File: config.mk
export PLATFORM = sky130hd
export DESIGN_NAME = load_align_unit
export DESIGN_NICKNAME = d
export VERILOG_FILES = /design/src/rtl/load_align_unit.sv
export SDC_FILE = /design/constraint.sdc
export NUM_CORES = 1
export LEC_CHECK = 0
export ABC_AREA = 1
export CORE_MARGIN = 2
export CORE_UTILIZATION = 40
export DETAILED_ROUTE_END_ITERATION = 10
export PLACE_DENSITY = 0.72
export RECOVER_POWER = 100
export SLEW_MARGIN = 0
export SYNTH_ARGS = -nofsm -noshare
export SYNTH_HDL_FRONTEND = slang
export SYNTH_SLANG_ARGS = --single-unit
File: constraint.sdc
create_clock -name clk -period 7.74 [get_ports clk]
set_input_delay 1.935 -clock clk [delete_from_list [all_inputs] [get_ports clk]]
set_output_delay 1.935 -clock clk [all_outputs]
set_load 0.05 [all_outputs]
File: src/rtl/load_align_unit.sv
// rtl/load_align_unit.sv - load request sequencing, byte-lane extraction and sign/zero extension
module load_align_unit #(
  parameter int REG_LEN = 32,
  parameter int TIMEOUT = 16
) (
  input  logic               clk,
  input  logic               rst,
  input  logic               req_valid,
  input  logic [2:0]         load_type,
  input  logic [REG_LEN-1:0] addr,
  output logic               busy,
  output logic               mem_req,
  output logic [REG_LEN-1:0] mem_addr,
  output logic [3:0]         mem_be,
  input  logic               mem_rvalid,
  input  logic [REG_LEN-1:0] mem_rdata,
  output logic [REG_LEN-1:0] rd_data,
  output logic               rd_valid,
  output logic               misalign_err,
  output logic               bus_err
);

  typedef enum logic [1:0] {
    S_IDLE = 2'd0,
    S_REQ  = 2'd1,
    S_WAIT = 2'd2,
    S_RESP = 2'd3
  } state_t;

  localparam logic [7:0] TIMEOUT_LAST = 8'(TIMEOUT - 1);

  state_t             state;
  state_t             state_nxt;
  logic [2:0]         ltype;
  logic [1:0]         loff;
  logic [7:0]         wait_cnt;
  logic               legal;
  logic               timeout_hit;
  logic [3:0]         be_calc;
  logic [7:0]         byte_sel;
  logic [15:0]        half_sel;
  logic [REG_LEN-1:0] ext;

  // Classify the incoming request and build its byte-enable mask
  always_comb begin
    legal   = 1'b0;
    be_calc = 4'b1111;
    case (load_type)
      3'b000, 3'b100: legal = 1'b1;
      3'b001, 3'b101: legal = ~addr[0];
      3'b010:         legal = (addr[1:0] == 2'b00);
      default:        legal = 1'b0;
    endcase
    case (load_type[1:0])
      2'b00:   be_calc = 4'b0001 << addr[1:0];
      2'b01:   be_calc = 4'b0011 << addr[1:0];
      default: be_calc = 4'b1111;
    endcase
  end

  // Pick the addressed lane from the returned word and extend it to full width
  always_comb begin
    byte_sel = mem_rdata[{loff, 3'b000} +: 8];
    half_sel = mem_rdata[{loff[1], 4'b0000} +: 16];
    case (ltype)
      3'b000:  ext = {{(REG_LEN-8){byte_sel[7]}}, byte_sel};
      3'b100:  ext = {{(REG_LEN-8){1'b0}}, byte_sel};
      3'b001:  ext = {{(REG_LEN-16){half_sel[15]}}, half_sel};
      3'b101:  ext = {{(REG_LEN-16){1'b0}}, half_sel};
      default: ext = mem_rdata;
    endcase
  end

  assign timeout_hit = (wait_cnt == TIMEOUT_LAST);

  // State register
  always_ff @(posedge clk or posedge rst) begin
    if (rst) state <= S_IDLE;
    else     state <= state_nxt;
  end

  // Next-state logic; a response in the timeout cycle still completes the load
  always_comb begin
    state_nxt = state;
    case (state)
      S_IDLE: if (req_valid && legal) state_nxt = S_REQ;
      S_REQ:  state_nxt = S_WAIT;
      S_WAIT: begin
        if (mem_rvalid)       state_nxt = S_RESP;
        else if (timeout_hit) state_nxt = S_IDLE;
      end
      S_RESP: state_nxt = S_IDLE;
      default: state_nxt = S_IDLE;
    endcase
  end

  // State-decoded strobes
  always_comb begin
    busy     = (state != S_IDLE);
    mem_req  = (state == S_REQ);
    rd_valid = (state == S_RESP);
  end

  // Request latches, wait counter, result register and error pulses
  always_ff @(posedge clk or posedge rst) begin
    if (rst) begin
      ltype        <= 3'b000;
      loff         <= 2'b00;
      mem_addr     <= '0;
      mem_be       <= 4'b0000;
      rd_data      <= '0;
      wait_cnt     <= 8'd0;
      misalign_err <= 1'b0;
      bus_err      <= 1'b0;
    end else begin
      misalign_err <= (state == S_IDLE) && req_valid && !legal;
      bus_err      <= (state == S_WAIT) && !mem_rvalid && timeout_hit;
      if (state == S_WAIT) wait_cnt <= wait_cnt + 8'd1;
      else                 wait_cnt <= 8'd0;
      if (state == S_IDLE && req_valid) begin
        ltype <= load_type;
        loff  <= addr[1:0];
        if (legal) begin
          mem_addr <= {addr[REG_LEN-1:2], 2'b00};
          mem_be   <= be_calc;
        end
      end
      if (state == S_WAIT && mem_rvalid) rd_data <= ext;
    end
  end

endmodule

# ---- Yosys cells after proc, flatten, opt, wreduce, memory -nomap -nowiden
# Index checks and enable logic that the tools add are counted.
# Widths: inputs -> output; s select.
dict set report totals {
  register_bits 83
  output_inout_bits 73
  wordCells 55
}
dict set report classes {
  addsub 1
  n_eq_ne 14
  n_shift 4
  n_mux 8
  bitwise_logic 1
  n_reduce_logical 18
}
# operator count
set op_table {}
lappend op_table {{$pmux 32 s4} 1}
lappend op_table {{$shiftx 32x6->16} 1}
lappend op_table {{$shiftx 32x6->8} 1}
lappend op_table {{$eq 3x3->1 const B} 4}
lappend op_table {{$add 8x1->8 const B} 1}
lappend op_table {{$eq 8x4->1 const B} 1}
lappend op_table {{$mux 8} 1}
lappend op_table {{$pmux 2 s4} 1}
lappend op_table {{$pmux 4 s2} 1}
lappend op_table {{$eq 3x1->1 const B} 2}
lappend op_table {{$logic_and 1x1->1} 6}
lappend op_table {{$logic_not 2->1} 3}
lappend op_table {{$logic_not 3->1} 2}
lappend op_table {{$mux 2} 3}
lappend op_table {{$eq 2x1->1 const B} 2}
lappend op_table {{$eq 2x2->1 const B} 2}
lappend op_table {{$reduce_and 2->1} 2}
lappend op_table {{$reduce_or 2->1} 2}
lappend op_table {{$shl 1x2->4 const A} 1}
lappend op_table {{$shl 2x2->4 const A} 1}
lappend op_table {{$eq 3x2->1 const B} 1}
lappend op_table {{$ne 3x3->1 const B} 1}
lappend op_table {{$pmux 1 s3} 1}
lappend op_table {{$logic_not 1->1} 2}
lappend op_table {{other kinds (3)} 3}

# ---- Longest topological paths before layout
dict set report logic_depth {
  depth_word 6
  depth_mapped 10
}

# ---- Worst setup path after synthesis
# Ideal clock, no wire load.
dict set report synth_path {
  kind {reg-to-output}
  startpoint {register state[0]}
  endpoint {output port mem_req}
  t_arrival_ns 1.146
  setup_slack_ns 4.659
  path_stages_with_launch 3
  cell_sequence {dfrtp_1 inv_1 nor2_1}
}
dict set report synth_via {
  elab_chain_len 1
}
# element line_no
set synth_lines {}
lappend synth_lines {{start: declaration} 32} ;# state_t state;
lappend synth_lines {{start signal: assignment} 79} ;# else state <= state_nxt;
lappend synth_lines {{$eq 2x1->1} 100} ;# mem_req = (state == S_REQ);
lappend synth_lines {{end: declaration} 12} ;# output logic mem_req,
# Every way passes these cells.

# ---- Worst setup path in the final report
dict set report layout_path {
  startpoint {input port load_type[0]}
  endpoint {register mem_be[2]}
}
dict set report layout_via {
  elab_chain_len 4
}
# element line_no
set layout_lines {}
lappend layout_lines {{start: declaration} 9} ;# input logic [2:0] load_type,
lappend layout_lines {{$eq 3x1->1, or another cell as far along} 48} ;# case (load_type)
lappend layout_lines {{$reduce_or 2->1} 48}
lappend layout_lines {{$pmux 1 s3} 48}
lappend layout_lines {{$reduce_and 2->1 (no line)} -}
lappend layout_lines {{end signal: assignment} 125} ;# mem_be <= be_calc;
lappend layout_lines {{end: declaration} 14} ;# output logic [3:0] mem_be,
# Parallel ways exist; a longest one is shown, timed or not.
# A chain may end at the register's enable or synchronous reset.

==> flow_summary.json <==
{
  "status": "complete, no violations",
  "dieArea_mm2": 0.0112,
  "setup_tns_ns": 0,
  "yosysSeqAreaShare_pct": 50.0,
  "cpMostUsedCell": "nand2_1",
  "overflow": 0,
  "ctsResizeCount": 0,
  "post_drt_wl_per_cell_um": 13.6,
  "endpoint_kind": "register",
  "numCtsBuffers": 9,
  "hold_path_class": "register to register",
  "crit_type": "input pin to register",
  "irDropWorstVdd_mv": 0.277,
  "die_y_um": 106,
  "ios": 144,
  "required_ns": 7.97,
  "row_count": 37,
  "fp.coreArea_mm2": 0.0102,
  "cts_hold_buffers": 0,
  "hold_violations": 0,
  "period_share_pct": 59.0,
  "vias": 4004,
  "rsz0062_at_grt": "no",
  "slew_headroom_pct": 8.86,
  "setup_violations": 0,
  "n_antenna_cell": 0,
  "maxCapViolCount": 0,
  "syn_area_per_cell_um2": 7.53,
  "drtPass1Iterations": 5,
  "initial_core_util_pct": 40.8,
  "viasPerCell": 4.88,
  "clk_latency_ns": 0.35,
  "worst-path-max-fanout": 38,
  "p_leak_nw": 2.89,
  "ys_types": 27,
  "slowest_delay_ns": 0.85,
  "period_needed_ns": 4.56,
  "fin_nets": 751,
  "fmax_mhz": 219,
  "grt_pass1_wl_um": 18200,
  "place.gp.congestion": 0.898,
  "yosys_warnings": 0,
  "cts_setup_buffers": 0,
  "drive_above_1_share_pct": 4.97,
  "worst_r2r_endpoint": "mem_be[2]$_DFFE_PP0P_",
  "worst-path-buf-inv": 3,
  "topRoutingLayerUsed": "met4",
  "r2r-start": "state[0]$_DFFE_PP0P_",
  "die_w_um": 106,
  "clkSinkCount": 83,
  "grt_pass1_vias": 3866,
  "syn_inst": 551,
  "final_common_cell": "nand2_1",
  "syn_to_final_growth_pct": 37.8,
  "h-tree-depth": 3,
  "fin_skew_ns": 0.0121,
  "root_buffer": "clkbuf_8",
  "cts_tree": "yes",
  "hpwl_um": 7870,
  "clock_path_buffers": 2,
  "wirelength_um": 11200,
  "final_antenna_net_count": 0,
  "grt_util_all_layers_pct": 20.3,
  "met1Wirelength_um": 5080,
  "crit_slowest_cell": "nand2_1",
  "wl_met3_um": 947,
  "tightest_slew_ns": 1.36,
  "worstPathArrival_ns": 4.80,
  "first_iter_violations": 174,
  "ys_seq_elements": 83,
  "antenna_found_initial": 0,
  "finish.utilization_pct": 56.2,
  "crit_start": "load_type[0]",
  "final_cell_mix": "217 x nand2_1, 83 x dfrtp_1, 75 x dlygate4sd3_1",
  "critPathCapture": "mem_be[2]$_DFFE_PP0P_",
  "rr_worst_depth": 7,
  "grt_max_degree": 84,
  "drv_slew": 0,
  "startpoint_type": "input pin",
  "r2r_setup_slack_ns": 4.64,
  "path_cells": "dlygate4sd3_1, inv_1, o21ai_0, nand2_1, nand2_1, inv_1, o21ai_0, nand2_1",
  "portBuffers": 141,
  "min_from": "wait_cnt[0]$_DFF_PP0_",
  "syn-cell-area_mm2": 0.00415,
  "cp.depth": 8,
  "drc_errors": 0,
  "critPathTopFamily": "buffers and inverters",
  "powerDensity_mw_per_mm2": 454,
  "wl_met2_um": 4970,
  "path_clk_slew_ns": 0.08
}
-- area by class of cell --
cell class,count,area [um2]
clock buffer,12,135
clock inverter,4,27.5
fill,996,4460
inverter,64,241
multi-input combinational,378,1640
sequential,83,2080
tap,136,170
timing repair buffer,143,1430
-- Yosys cell counts --
master / instances / area (um2)
a21boi_1: 1 / 7.51
a21oi_1: 39 / 195
a31oi_1: 7 / 43.8
buf_1: 1 / 3.75
buf_2: 10 / 50.1
buf_4: 6 / 45.0
buf_6: 6 / 67.6
clkbuf_1: 4 / 15.0
conb_1: 1 / 3.75
dfrtp_1: 83 / 2080
ha_1: 1 / 12.5
inv_1: 53 / 199
inv_2: 11 / 41.3
nand2_1: 214 / 803
nand2_2: 4 / 25.0
nand2_4: 1 / 11.3
nand3_1: 33 / 165
nand3b_1: 1 / 7.51
nand4_1: 2 / 12.5
nor2_1: 24 / 90.1
nor2_2: 2 / 12.5
nor2_4: 1 / 11.3
nor3_1: 4 / 20.0
o21ai_0: 19 / 95.1
o21ai_1: 6 / 30.0
or2_1: 12 / 75.1
or2_2: 5 / 31.3
-- kinds of logic (layout without fill, tap and decap cells) --
| group | after synthesis | after routing | share of synthesized area, % |
|---|---|---|---|
| adders and majority gates | 1 | 1 | 0.301 |
| buffers and inverters | 91 | 223 | 10.2 |
| and+or+nand+nor | 303 | 303 | 30.5 |
| other | 1 | 2 | 0.0903 |
| DFF | 83 | 83 | 50.0 |
| AOI/OAI and AO/OA | 72 | 72 | 8.95 |
-- layer usage --
metal / GRT usage, % / up-vias
met5: 0 / -
li1: - / 1958
met4: 6.58 / 0
met3: 5.44 / 16
met2: 31.4 / 166
met1: 27.7 / 1864
-- how the worst min path moves through the flow --
stage / slack [ns] / endpoint / cells after the start
final: 0.46 / wait_cnt[0]$_DFF_PP0_ / 1
after global placement: 0.45 / wait_cnt[0]$_DFF_PP0_ / 1
after CTS: 0.46 / wait_cnt[0]$_DFF_PP0_ / 1
after floorplan: 0.43 / wait_cnt[0]$_DFF_PP0_ / 1
after detailed placement: 0.45 / wait_cnt[0]$_DFF_PP0_ / 1
after global routing: 0.49 / wait_cnt[0]$_DFF_PP0_ / 1
-- flip-flops by register name, summed over array words and instances (netlist names) --
name / count
loff: 2
rd_data: 32
mem_be: 4
bus_err: 1
wait_cnt: 8
state: 2
ltype: 3
misalign_err: 1
mem_addr: 30
-- per-stage QoR --
step                worst slack (ns)  cell area [um2]  hold slack, ns  std cells  total power [mW]
detailed placement              3.62             5570           0.454        804              2.41
global route                    2.85             5720           0.494        820              2.77
finish                          3.18             5720           0.463        820              2.60
CTS                             3.93             5730           0.465        820              2.69
floorplan                       3.67             4160           0.433        552              1.89
global placement                3.71             5570           0.447        804              2.39
-- power breakdown --
| part | total [mW] | internal (mW) | switching [mW] | leakage [nW] |
|---|---|---|---|---|
| Sequential | 0.760 | 0.630 | 0.131 | 1.02 |
| Clock | 0.278 | 0.117 | 0.161 | 0.0726 |
| Combinational | 1.56 | 0.461 | 1.10 | 1.80 |
Power figures use the tool's default switching activity.
==> RTL change 1, RTL diff (same settings) <==
Add an input register stage for `req_valid`, `load_type`, `addr`, `mem_rvalid` and `mem_rdata`; this delays them by one clock.
--- a/src/rtl/load_align_unit.sv
+++ b/src/rtl/load_align_unit.sv
@@ -30,4 +30,18 @@
   localparam logic [7:0] TIMEOUT_LAST = 8'(TIMEOUT - 1);
 
+  logic req_valid_q;
+  logic [2:0] load_type_q;
+  logic [REG_LEN-1:0] addr_q;
+  logic mem_rvalid_q;
+  logic [REG_LEN-1:0] mem_rdata_q;
+
+  always_ff @(posedge clk) begin
+    req_valid_q  <= req_valid;
+    load_type_q  <= load_type;
+    addr_q       <= addr;
+    mem_rvalid_q <= mem_rvalid;
+    mem_rdata_q  <= mem_rdata;
+  end
+
   state_t             state;
   state_t             state_nxt;
@@ -46,13 +60,13 @@
     legal   = 1'b0;
     be_calc = 4'b1111;
-    case (load_type)
+    case (load_type_q)
       3'b000, 3'b100: legal = 1'b1;
-      3'b001, 3'b101: legal = ~addr[0];
-      3'b010:         legal = (addr[1:0] == 2'b00);
+      3'b001, 3'b101: legal = ~addr_q[0];
+      3'b010:         legal = (addr_q[1:0] == 2'b00);
       default:        legal = 1'b0;
     endcase
-    case (load_type[1:0])
-      2'b00:   be_calc = 4'b0001 << addr[1:0];
-      2'b01:   be_calc = 4'b0011 << addr[1:0];
+    case (load_type_q[1:0])
+      2'b00:   be_calc = 4'b0001 << addr_q[1:0];
+      2'b01:   be_calc = 4'b0011 << addr_q[1:0];
       default: be_calc = 4'b1111;
     endcase
@@ -61,6 +75,6 @@
   // Pick the addressed lane from the returned word and extend it to full width
   always_comb begin
-    byte_sel = mem_rdata[{loff, 3'b000} +: 8];
-    half_sel = mem_rdata[{loff[1], 4'b0000} +: 16];
+    byte_sel = mem_rdata_q[{loff, 3'b000} +: 8];
+    half_sel = mem_rdata_q[{loff[1], 4'b0000} +: 16];
     case (ltype)
       3'b000:  ext = {{(REG_LEN-8){byte_sel[7]}}, byte_sel};
@@ -68,5 +82,5 @@
       3'b001:  ext = {{(REG_LEN-16){half_sel[15]}}, half_sel};
       3'b101:  ext = {{(REG_LEN-16){1'b0}}, half_sel};
-      default: ext = mem_rdata;
+      default: ext = mem_rdata_q;
     endcase
   end
@@ -84,8 +98,8 @@
     state_nxt = state;
     case (state)
-      S_IDLE: if (req_valid && legal) state_nxt = S_REQ;
+      S_IDLE: if (req_valid_q && legal) state_nxt = S_REQ;
       S_REQ:  state_nxt = S_WAIT;
       S_WAIT: begin
-        if (mem_rvalid)       state_nxt = S_RESP;
+        if (mem_rvalid_q)       state_nxt = S_RESP;
         else if (timeout_hit) state_nxt = S_IDLE;
       end
@@ -114,17 +128,17 @@
       bus_err      <= 1'b0;
     end else begin
-      misalign_err <= (state == S_IDLE) && req_valid && !legal;
-      bus_err      <= (state == S_WAIT) && !mem_rvalid && timeout_hit;
+      misalign_err <= (state == S_IDLE) && req_valid_q && !legal;
+      bus_err      <= (state == S_WAIT) && !mem_rvalid_q && timeout_hit;
       if (state == S_WAIT) wait_cnt <= wait_cnt + 8'd1;
       else                 wait_cnt <= 8'd0;
-      if (state == S_IDLE && req_valid) begin
-        ltype <= load_type;
-        loff  <= addr[1:0];
+      if (state == S_IDLE && req_valid_q) begin
+        ltype <= load_type_q;
+        loff  <= addr_q[1:0];
         if (legal) begin
-          mem_addr <= {addr[REG_LEN-1:2], 2'b00};
+          mem_addr <= {addr_q[REG_LEN-1:2], 2'b00};
           mem_be   <= be_calc;
         end
       end
-      if (state == S_WAIT && mem_rvalid) rd_data <= ext;
+      if (state == S_WAIT && mem_rvalid_q) rd_data <= ext;
     end
   end
Formal check against the unedited RTL: not equivalent (Yosys sat finds a counterexample within 4 cycles, from zero or initial values and one cycle with rst high).
==> RTL change 1 against the unedited design <==
  * The flow now finishes with violations (capacitance limit)
  * First-iteration DRC count is 93% higher
  * Sequential share of layout area is 9.2 points higher
  * Largest power group unchanged
  * Area after synthesis is 33% higher
  * Final cell count is 15% higher
  * Clock power grew to 3.0 times the old value
  * Non-clock buffer count stayed put
  * Sequential cell count is 69 higher
  * Total power is 37% higher
  * Worst setup slack better by 0.71 ns
  * Final area is 33% higher
  * Critical path type is now register to output port
  * Routed wire length is 16% higher
  * Synthesized cell count is 13% higher
==> RTL change 1: results (changes against the unedited design) <==
| Metric | Value |
|---|---|
| Vias in the first global route | `4442 (+15%)` |
| Crit path DAT | `1.92 ns (-2.88 ns)` |
| Wire length on met2 | `6150 um (+24%)` |
| CP Max Fanout | `4 (-89%)` |
| Failing checks | `capacitance limit` |
| Average cell area after synthesis | `8.934 sq um (+19%)` |
| GRT met1 Usage | `20.64% (-7.1 points)` |
| Metal3 WL | `1088 um (+15%)` |
| Worst slew margin | `1.544% (-7.3 points)` |
| Pre-CTS setup slack | `4.354 ns (+0.7392 ns)` |
| CTS H-tree lvls | `4 (+1)` |
| Synth Area in Compound Gates | `6.618% (-2.3 points)` |
| Sink Count | `152 (+83%)` |
| Mapped Area | `5539 sq um (+33%)` |
| Cells after DPL | `912 (+13%)` |
| Met2 Usage GRT | `29.67% (-1.7 points)` |
| Fillers | `1178 (+18%)` |
| Worst-Skew Late Latency | `0.42 ns (+0.07 ns)` |
| First drt pass iteration count | `6 (+1)` |
| Hold crit path type | `register to register` |
| M1 WL | `5369 um (+5.7%)` |
| Maxcap violations | `1 (+1)` |
| Post-synthesis sequential area ratio | `62.44% (+12 points)` |
| Number of antenna violations at the first check in global routing | `2 (+2)` |
| Status | `finished, violations left` |
| Clk root buf | `clkbuf_16` |
| P_leak | `0.003722 uW (+29%)` |
| Clock buffer depth | `2 (unchanged)` |
| Placer Congestion | `0.8545 (-4.9%)` |
| Share of layout cells above drive strength 1 | `6.380% (+1.4 points)` |
| Cell Count, Final, Fillers Out | `946 (+15%)` |
| Top post-synthesis cells by count | `218 x nand2_1, 83 x dfrtp_1, 69 x dfxtp_1, 55 x inv_1, 34 x a21oi_1` |
| Inserted Clock Buffers | `17 (+8)` |
| DR iter-0 viols | `335 (+93%)` |
| Via density | `4.688 (-4.0%)` |
| CTS clk-pin slew, worst paths | `0.06 ns (-0.02 ns)` |
| Final clock skew | `0.007347 ns (-0.004706 ns)` |
| Peak supply drop | `250.8 uV (-9.4%)` |
| Gr usage total | `17.98% (-2.3 points)` |
| DP Wirelength | `8872 um (+13%)` |
| Netlist cell types | `30 (+11%)` |
| First-pass GRT wire length | `20410 um (+12%)` |
| Synth async-reset ratio | `54.61% (-45 points)` |
| Met3 GRT Util | `7.444% (+2.0 points)` |
==> RTL change 1: cell types whose count changed after synthesis, moves of 2 or more <==
cell / change
buf_6: -2
inv_2: -4
buf_4: +3
o21ai_1: -2
a21oi_1: -5
o21ai_0: +2
buf_2: -2
clkbuf_1: +3
dfxtp_1: +69
nand2_1: +4
inv_1: +2
a21oi_2: +3
==> RTL change 1: metrics by stage <==
step	util, %	hold slack (ns)
5_1_grt	56.72	0.4386
6_report	56.74	0.4235
3_5_place_dp	52.32	0.4103
2_1_floorplan	-	0.4025
4_1_cts	56.88	0.4238
3_3_place_gp	52.32	0.4044
==> RTL change 1: layout make-up <==
cell class | count | area share (%)
diodes | 2 | 0.06582
clock buffers | 20 | 5.875
clock inverters | 12 | 2.156
inverters | 63 | 3.143
multi-input cells | 378 | 21.62
flip-flops and latches | 152 | 45.48
well taps | 176 | 2.896
repair buffers | 143 | 18.76
==> RTL change 1: final timing paths <==
path,start,end,slack [ns],depth (start not counted)
setup / recovery,state[0],busy,3.89,3
hold / removal,addr_q[24],mem_addr[24],0.42,2
setup reg to reg,state[1],rd_data[1],4.43,6
hold reg to reg,addr_q[24],mem_addr[24],0.42,2
max in group asynchronous,rst,rd_data[20],4.76,3
min in group asynchronous,rst,state[0],2.33,3
==> RTL change 1: critical path, cell delays in order, from the launching register on <==
cell and delay [ns]:
dfrtp_1 0.41, nor2_1 0.26, inv_1 0.06, dlygate4sd3_1 0.76
==> RTL change 1: where the power goes <==
group	switching [uW]	internal [uW]	total, uW
Clock	323	521	844
Sequential	145	1010	1150
Combinational	1100	453	1560
==> RTL change 2, RTL diff (same settings) <==
Made on the original files. Set the parameter `REG_LEN` to 16 (it was 32).
--- a/src/rtl/load_align_unit.sv
+++ b/src/rtl/load_align_unit.sv
@@ -1,5 +1,5 @@
 // rtl/load_align_unit.sv - load request sequencing, byte-lane extraction and sign/zero extension
 module load_align_unit #(
-  parameter int REG_LEN = 32,
+  parameter int REG_LEN = 16,
   parameter int TIMEOUT = 16
 ) (
Interface: changed (resized addr, mem_addr, mem_rdata and rd_data); port bits go from 144 to 80. No check against the original RTL was run, so the function may have changed too.
==> RTL change 2 against the unedited design <==
  * The run now ends with capacitance limit, slew limit left
  * Combinational power fell by 47%
  * Routed wire length fell by 49%
  * Worst setup slack improved by 0.32 ns
  * Via count fell by 45%
  * Synthesized cell count fell by 40%
  * Area after synthesis fell by 38%
  * Sequential cell count fell by 32
  * Core utilization fell by 2.0 points
  * Final area fell by 41%
  * Register-to-register slack improved by 0.47 ns
  * Total power fell by 45%
  * Critical endpoint is now mem_addr[5]
==> RTL change 2: results (changes against the unedited design) <==
| Metric | Value |
|---|---|
| Netlist cell types | `26 (-3.7%)` |
| Placer Congestion | `0.7977 (-11%)` |
| Crit path DAT | `4.44 ns (-0.36 ns)` |
| WL final | `5643 um (-49%)` |
| Worst setup path startpoint | `req_valid` |
| Post-synthesis sequential area ratio | `49.98% (-0.055 points)` |
| Synth Area in Adders | `0.4900% (+0.19 points)` |
| First drt pass iteration count | `4 (-1)` |
| First-pass GRT wire length | `9901 um (-46%)` |
| Largest registers | `rd_data x16, mem_addr x14, wait_cnt x8` |
| Inserted Clock Buffers | `5 (-4)` |
| Share of layout cells above drive strength 1 | `3.686% (-1.3 points)` |
| P_leak | `0.001699 uW (-41%)` |
| Maxcap violations | `2 (+2)` |
| Top post-synthesis cells by count | `113 x nand2_1, 51 x dfrtp_1, 47 x nor2_1, 30 x inv_1, 17 x a21oi_1` |
| Actual slew at the worst max-slew pin | `1.893 ns (+0.5292 ns)` |
| Final clock skew | `0.008328 ns (-0.003725 ns)` |
| Synth Register Bits | `51 (-39%)` |
| Synth top area cells | `dfrtp_1 50%, nand2_1 17%, nor2_1 6.9%` |
| Status | `finished, violations left` |
| DR iter-0 viols | `137 (-21%)` |
| Nets | `447 (-40%)` |
| Reg2reg start | `state[1]` |
| Max Transition Viols Final | `82 (+82)` |
| CTS H-tree lvls | `2 (-1)` |
| Failing checks | `capacitance limit, slew limit` |
| R2r setup slk | `5.11 ns (+0.47 ns)` |
| Mapped Area | `2554 sq um (-38%)` |
| Reg2Reg Capture Point | `mem_addr[5]` |
| Gr usage total | `17.01% (-3.3 points)` |
| Peak supply drop | `204.3 uV (-26%)` |
| CP Max Fanout | `22 (-42%)` |
==> RTL change 2: cell types whose count changed in the layout (fill, tap and decap cells not counted), sizes merged, moves of 18 or more <==
cell and delta:
clkdlybuf4s50 -32, inv -29, nor2 +24, nand3 -18
dfrtp -32, dlygate4sd3 -32, nand2 -103, a21oi -22
==> RTL change 2: metrics by stage <==
step                area [sq um]  utilization (%)  worst slack [ns]  hold slack, ns  instances
global placement            3336            53.14             4.364          0.4437        477
global route                3400            54.16             3.178          0.5210        484
floorplan                   2557                -             4.575          0.4303        334
CTS                         3427            54.59             4.001          0.4863        484
finish                      3400            54.16             3.497          0.4792        484
detailed placement          3336            53.14             4.298          0.4644        477
==> RTL change 2: kinds of logic (layout without fill, tap and decap cells) <==
kind of cell	Yosys count	count (layout)
flip-flops	51	51
buffers and inverters	47	120
other	1	2
AND/OR/NAND/NOR	203	203
adder cells (fa/ha/maj)	1	1
AO/OA/AOI/OAI	30	30
==> RTL change 2: where the power goes <==
group | internal [uW] | switching, uW | leakage, uW
combinational | 254 | 578 | 0.00102
sequential | 376 | 71.8 | 0.000630
clock | 72.1 | 88.7 | 0.0000477
==> RTL change 2: per-layer routing <==
layer,wire length [um],vias to the layer above,track usage (%)
li1,-,1158,-
met1,2661,966,21.33
met2,2476,61,27.85
met3,427,8,6.034
met4,78,0,4.692
met5,0,-,0
==> RTL change 2: worst max-delay path, stage by stage <==
cell and delay [ns]:
dlygate4sd3_1 0.55, nand2_1 0.21, clkinvlp_2 0.22, nand2_1 0.57, clkinvlp_2 0.67, nand2_1 0.19, nand2_1 0.07
==> RTL change 2: area by class of cell <==
class / instances / area [sq um]
clock buffer: 6 / 82.58
clock inverter: 1 / 8.758
fill: 622 / 2878
inverter: 36 / 137.6
multi-input combinational: 236 / 1027
sequential: 51 / 1276
tap: 77 / 96.34
timing repair buffer: 77 / 770.7
==> RTL change 2: how the worst min path moves through the flow <==
stage / slack [ns] / endpoint / from
after CTS: 0.49 / wait_cnt[0] / wait_cnt[0]
after detailed placement: 0.46 / wait_cnt[0] / wait_cnt[0]
after global placement: 0.44 / wait_cnt[0] / wait_cnt[0]
after floorplan: 0.43 / wait_cnt[0] / wait_cnt[0]
final: 0.48 / wait_cnt[0] / wait_cnt[0]
after global routing: 0.52 / mem_addr[13] / mem_addr[13]
